[src/rtl/pipeFlow_pkg.sv]
// rtl/pipeFlow_pkg.sv - shared pipeFlow stream types, widths and handshake helpers
package pipeFlow_pkg;

  localparam int PF_WORD_W = 5;
  localparam int PF_PACK_N = 4;
  localparam int PF_CNT_W  = $clog2(PF_PACK_N);

  // One packed beat as seen on the downstream side of a packer.
  typedef struct packed {
    logic [PF_WORD_W*PF_PACK_N-1:0] val;
    logic [PF_PACK_N-1:0]           keep;
    logic                           last;
  } pf_stream_t;

  typedef enum logic {
    PF_FILL = 1'b0,
    PF_FULL = 1'b1
  } pf_state_t;

  // A beat moves across a valid/ready port when both sides agree.
  function automatic logic pf_xfer(input logic valid, input logic rdy);
    return valid & rdy;
  endfunction

  // Lowest bit position of a lane inside a packed word.
  function automatic int pf_lane_lo(input int lane, input int word_w);
    return lane * word_w;
  endfunction

endpackage

[src/rtl/pipe_packer_lane_ctl.sv]
// rtl/pipe_packer_lane_ctl.sv - fill counter, FILL/FULL state and handshake generation
module pipe_packer_lane_ctl
  import pipeFlow_pkg::*;
#(
  parameter int PACK_N = 4,
  localparam int CNT_W = $clog2(PACK_N)
) (
  input  logic             clk_i,
  input  logic             reset_ni,
  input  logic             pipe_in_valid_i,
  input  logic             in_last_i,
  input  logic             pipe_out_rdy_i,
  output logic             pipe_in_rdy_o,
  output logic             pipe_out_valid_o,
  output logic [CNT_W-1:0] cnt_o,
  output logic             in_acc_o,
  output logic             clear_o,
  output logic             close_o
);

  localparam logic [CNT_W-1:0] LAST_LANE = CNT_W'(PACK_N - 1);

  pf_state_t        state_q, state_d;
  logic [CNT_W-1:0] cnt_q, cnt_d;

  // State and fill count; reset drops any partial pack at once.
  always_ff @(posedge clk_i or negedge reset_ni) begin
    if (!reset_ni) begin
      state_q <= PF_FILL;
      cnt_q   <= '0;
    end else begin
      state_q <= state_d;
      cnt_q   <= cnt_d;
    end
  end

  // Handshakes and next state; a held word leaving in the same cycle a new
  // word arrives lets the new word start the next pack without a bubble.
  always_comb begin
    state_d       = state_q;
    cnt_d         = cnt_q;
    pipe_in_rdy_o = (state_q == PF_FILL) || pipe_out_rdy_i;
    in_acc_o      = pf_xfer(pipe_in_valid_i, pipe_in_rdy_o);
    clear_o       = pf_xfer(state_q == PF_FULL, pipe_out_rdy_i);
    close_o       = in_acc_o && ((cnt_q == LAST_LANE) || in_last_i);

    if (clear_o) begin
      state_d = PF_FILL;
    end
    if (in_acc_o) begin
      if (close_o) begin
        state_d = PF_FULL;
        cnt_d   = '0;
      end else begin
        cnt_d   = cnt_q + CNT_W'(1);
      end
    end
  end

  assign pipe_out_valid_o = (state_q == PF_FULL);
  assign cnt_o            = cnt_q;

endmodule

[src/rtl/pipe_packer.sv]
// rtl/pipe_packer.sv - packs PACK_N narrow words into one wide word (optional PIPE_PACKER_PARITY_EN)
module pipe_packer
  import pipeFlow_pkg::*;
#(
  parameter int WORD_W = PF_WORD_W,
  parameter int PACK_N = PF_PACK_N
) (
  input  logic                     clk_i,
  input  logic                     reset_ni,
  input  logic [WORD_W-1:0]        in_val,
  input  logic                     in_last,
  input  logic                     pipe_in_valid,
  output logic                     pipe_in_rdy,
  output logic [WORD_W*PACK_N-1:0] out_val,
  output logic [PACK_N-1:0]        out_keep,
  output logic                     out_last,
  output logic                     pipe_out_valid,
  input  logic                     pipe_out_rdy
`ifdef PIPE_PACKER_PARITY_EN
  ,
  output logic                     out_parity
`endif
);

  localparam int CNT_W = $clog2(PACK_N);

  logic [CNT_W-1:0]        cnt;
  logic                    in_acc;
  logic                    clear;
  logic                    close;

  logic [WORD_W*PACK_N-1:0] val_q, val_d;
  logic [PACK_N-1:0]        keep_q, keep_d;
  logic                     last_q, last_d;

  pipe_packer_lane_ctl #(
    .PACK_N (PACK_N)
  ) u_lane_ctl (
    .clk_i            (clk_i),
    .reset_ni         (reset_ni),
    .pipe_in_valid_i  (pipe_in_valid),
    .in_last_i        (in_last),
    .pipe_out_rdy_i   (pipe_out_rdy),
    .pipe_in_rdy_o    (pipe_in_rdy),
    .pipe_out_valid_o (pipe_out_valid),
    .cnt_o            (cnt),
    .in_acc_o         (in_acc),
    .clear_o          (clear),
    .close_o          (close)
  );

  // Data next state: start from a cleared word when the held one leaves,
  // then drop an accepted word into lane cnt.
  always_comb begin
    val_d  = clear ? '0 : val_q;
    keep_d = clear ? '0 : keep_q;
    last_d = clear ? 1'b0 : last_q;
    if (in_acc) begin
      val_d[pf_lane_lo(int'(cnt), WORD_W) +: WORD_W] = in_val;
      keep_d[cnt]                                   = 1'b1;
    end
    if (close) begin
      last_d = in_last;
    end
  end

  // Packed data register; only changes on accept or departure, so it holds under stall.
  always_ff @(posedge clk_i or negedge reset_ni) begin
    if (!reset_ni) begin
      val_q  <= '0;
      keep_q <= '0;
      last_q <= 1'b0;
    end else begin
      val_q  <= val_d;
      keep_q <= keep_d;
      last_q <= last_d;
    end
  end

  assign out_val  = val_q;
  assign out_keep = keep_q;
  assign out_last = last_q;

`ifdef PIPE_PACKER_PARITY_EN
  logic parity_q;

  // Parity tracks the data register so it is valid and stable with out_val.
  always_ff @(posedge clk_i or negedge reset_ni) begin
    if (!reset_ni) begin
      parity_q <= 1'b0;
    end else begin
      parity_q <= ^val_d;
    end
  end

  assign out_parity = parity_q;
`endif

endmodule

[config.mk]
export PLATFORM = sky130hd
export DESIGN_NAME = pipe_packer
export DESIGN_NICKNAME = d
export VERILOG_FILES = /design/src/rtl/pipeFlow_pkg.sv /design/src/rtl/pipe_packer_lane_ctl.sv /design/src/rtl/pipe_packer.sv
export SDC_FILE = /design/constraint.sdc
export NUM_CORES = 1
export LEC_CHECK = 0
export CAP_MARGIN = 0
export CORE_ASPECT_RATIO = 1.75
export CORE_MARGIN = 1.5
export CORE_UTILIZATION = 42
export CTS_CLUSTER_SIZE = 20
export DETAILED_ROUTE_END_ITERATION = 8
export PLACE_DENSITY_LB_ADDON = 0.05
export SKIP_LAST_GASP = 1
export SYNTH_ARGS = -nofsm -noshare
export SYNTH_HDL_FRONTEND = slang
export SYNTH_HIERARCHICAL = 1
export SYNTH_SLANG_ARGS = --single-unit
[constraint.sdc]
create_clock -name clk_i -period 1.5 [get_ports clk_i]
set_input_delay 0.225 -clock clk_i [delete_from_list [all_inputs] [get_ports clk_i]]
set_output_delay 0.225 -clock clk_i [all_outputs]
set_load 0.01 [all_outputs]
==> reports/qor.csv <==
stage,metric,value,unit
sta,max_freq,686,MHz
global_route,grt_max_degree,29,
clocking,clkLatencyLatePin,270,ps
clocking,cts-buffers-inserted,3,
synth,ys_ff_latch,28,
setup_path,criticalPathCategory,reg -> out,
setup_path,crit_path_top_delay_cell,clkdlybuf4s50_1,
drt,dr_total_vias,955,
synth,synth.most_common_cell,dfrtp_1,
power,vdd_drop_max,788,uV
clocking,clock_path_buffers,2,
placed_design,dp_hpwl,2.12,mm
sta,setup_viol,0,
setup_path,critical_path.max_stage_delay,560,ps
final_layout,nNetsFinal,170,
sta,fin_hold_ws,320,ps
drt,vias_per_cell,5.37,
die,rows,26,
final_layout,multi_input_area,544,um2
sta,rsz0062_at_grt,yes,
global_route,busiest_layer,met2,
synth,avgSynthCellArea,12.7,um2
clocking,h-tree-depth,1,
die,die_h,76.2,um
setup_path,critPathMaxFanout,3,
sta,finalCritPeriodShare,97.1,%
global_route,track_usage,18.1,%
sta,clock_skew,3.95,ps
final_layout,diodes,0,
global_route,grt_antenna_before_repair,0,
synth,synth_area_leaders,"dfrtp_1 54%, a22o_1 11%, ha_1 8.7%",
synth,netlist_top_cells_count,"28 x dfrtp_1, 16 x a22o_1, 9 x ha_1",
setup_path,critPathBufInv,1,
clocking,cts_tree,yes,
drt,ant_nets,0,
global_route,grt_pass1_wl,4.70,mm
status,outcome,finished clean,
final_layout,fill_cells,262,
die,die_area,3420,um2
sta,worst_slew_pin_slew,355,ps
drt,drt-pass1-iter-count,4,
synth,synthFlopType,dfrtp_1,
clocking,clockRootBuffer,clkbuf_8,
placed_design,finalWeightedCongestion,0.768,
die,core,2930,um2
clocking,ctsHoldBuffers,0,
placed_design,io_buffers,36,
job,cap_violations,0,
synth,synth_top_cell_by_area,dfrtp_1,
synth,yosys.cell_types.count,23,
sta,hold_viol_final,0,
sta,min_period,1460,ps
global_route,use_met3,2.13,%
power,p_leak,0.853,nW
global_route,use_met1,21.8,%
drt,wl_per_cell,15.6,um
global_route,grt_overflow,0,
die,boundaryPins,37,
clocking,clk_pin_slew,90,ps
clocking,clkSinkCount,28,
die,fp.dieW,44.9,um
sta,tns,0,ps
synth,netlist_area,1290,um2
setup_path,crit_path_end_kind,primary output,
drt,drtIter0Drc,16,
drt,drc_errors,0,
synth,async_flop_share,100,%
global_route,use_met2,31.9,%
synth,ys_seq_area_share,54.4,%
final_layout,synthToLayoutAreaGrowth,39.6,%
setup_path,critical_path_arrival,1230,ps
drt,wl,2.77,mm
final_layout,drive_above_1_share,17.3,%
min_path,hold_class,in -> async,
synth,synth_edf_count,0,
synth,yosysWarnings,6,
sta,drv_slew,0,
setup_path,crit_family,buffers and inverters,
synth,syn_nets,120,
synth,synth_cells,101,
power,p_per_area,1440,nW/um2
synth,yosys.area.top_type_share,54.4,%
die,floorplan.initialDensity,44.0,%
setup_path,cp.required,1270,ps
sta,slew_headroom,76.3,%
setup_path,crit_path_start_kind,register,
setup_path,worstPathCellList,clkdlybuf4s50_1,
final_layout,seq_area,702,um2
global_route,grt_pass1_vias,998,
-- cell usage in the layout, fill, tap and decap left out, drive strengths merged --
cell,instances
mux2i,1
and4,1
o21ai,5
nand4b,1
nand2,7
ha,9
o2bb2ai,4
and4b,1
nor3,1
and2,1
dfrtp,28
a21oi,4
mux2,1
clkbuf,4
clkdlybuf4s50,35
dlygate4sd2,1
and4bb,1
nor2,3
inv,8
a2bb2o,1
a22o,16
buf,11
nand2b,6
-- path summary, 6_finish.rpt --
path                                                       startpoint                               to  slack, ps  cells after the start
worst max-delay path            u_lane_ctl/pipe_out_valid_o$_DFF_PN0_                   pipe_out_valid         40                      1
worst min-delay path                                         reset_ni             out_val[8]$_DFF_PN0_        320                      2
worst max register to register        u_lane_ctl/cnt_o[0]$_DFFE_PN0P_             out_val[2]$_DFF_PN0_         70                      4
worst min register to register                  out_val[13]$_DFF_PN0_            out_val[13]$_DFF_PN0_        500                      1
max in group asynchronous                                    reset_ni  u_lane_ctl/cnt_o[0]$_DFFE_PN0P_        900                      2
min in group clk_i                              out_val[13]$_DFF_PN0_            out_val[13]$_DFF_PN0_        500                      1
-- flip-flops by register name (all words and copies together), names as in the netlist --
register                     cells
out_last                         1
u_lane_ctl/cnt_o                 2
u_lane_ctl/pipe_out_valid_o      1
out_keep                         4
out_val                         20
-- layer usage --
layer / wire length [um] / up-vias / share of wire, %
met5: 0 / - / 0
met4: 21 / 0 / 0.76
met3: 103 / 2 / 3.7
met2: 1500 / 25 / 54
met1: 1150 / 470 / 41
li1: - / 458 / -
-- power by group --
group / switching [mW] / internal, mW / leakage [nW] / total (mW)
Combinational: 0.516 / 0.633 / 0.454 / 1.15
Clock: 0.220 / 0.190 / 0.0228 / 0.410
Sequential: 0.0975 / 0.926 / 0.376 / 1.02
-- final cells by class --
cell class | instances | area share [%]
multi-input cells | 63 | 30.3
inverters | 8 | 1.67
well taps | 28 | 1.95
repair buffers | 47 | 24.6
clock buffers | 4 | 2.51
flip-flops and latches | 28 | 39.0
-- stage by stage --
| stage | cell area, um2 | worst slack (ps) | utilization [%] | std cells | power (mW) |
|---|---|---|---|---|---|
| floorplan | 1290 | 36.8 | - | 101 | 1.62 |
| global route | 1800 | -28.6 | 61.4 | 178 | 2.78 |
| detailed placement | 1750 | -179 | 59.7 | 173 | 2.19 |
| global placement | 1750 | -132 | 59.7 | 173 | 2.15 |
| CTS | 1800 | 20.7 | 61.4 | 178 | 2.62 |
| finish | 1800 | 43.0 | 61.4 | 178 | 2.58 |
-- cells by family (layout without fill, tap and decap cells) --
family	after synthesis	in the layout	synth area share, %
compound gates	30	30	19.8
flops	28	28	54.4
simple gates	22	22	11.8
buf+inv	10	59	3.30
fa+ha+maj	9	9	8.75
mux	2	2	1.94
-- timing repair --
item	CTS	global route
resized for setup	1	0
buffers inserted	1	0
endpoints found under the setup margin	7	3
pin swaps	0	0
Power figures use the tool's default switching activity.
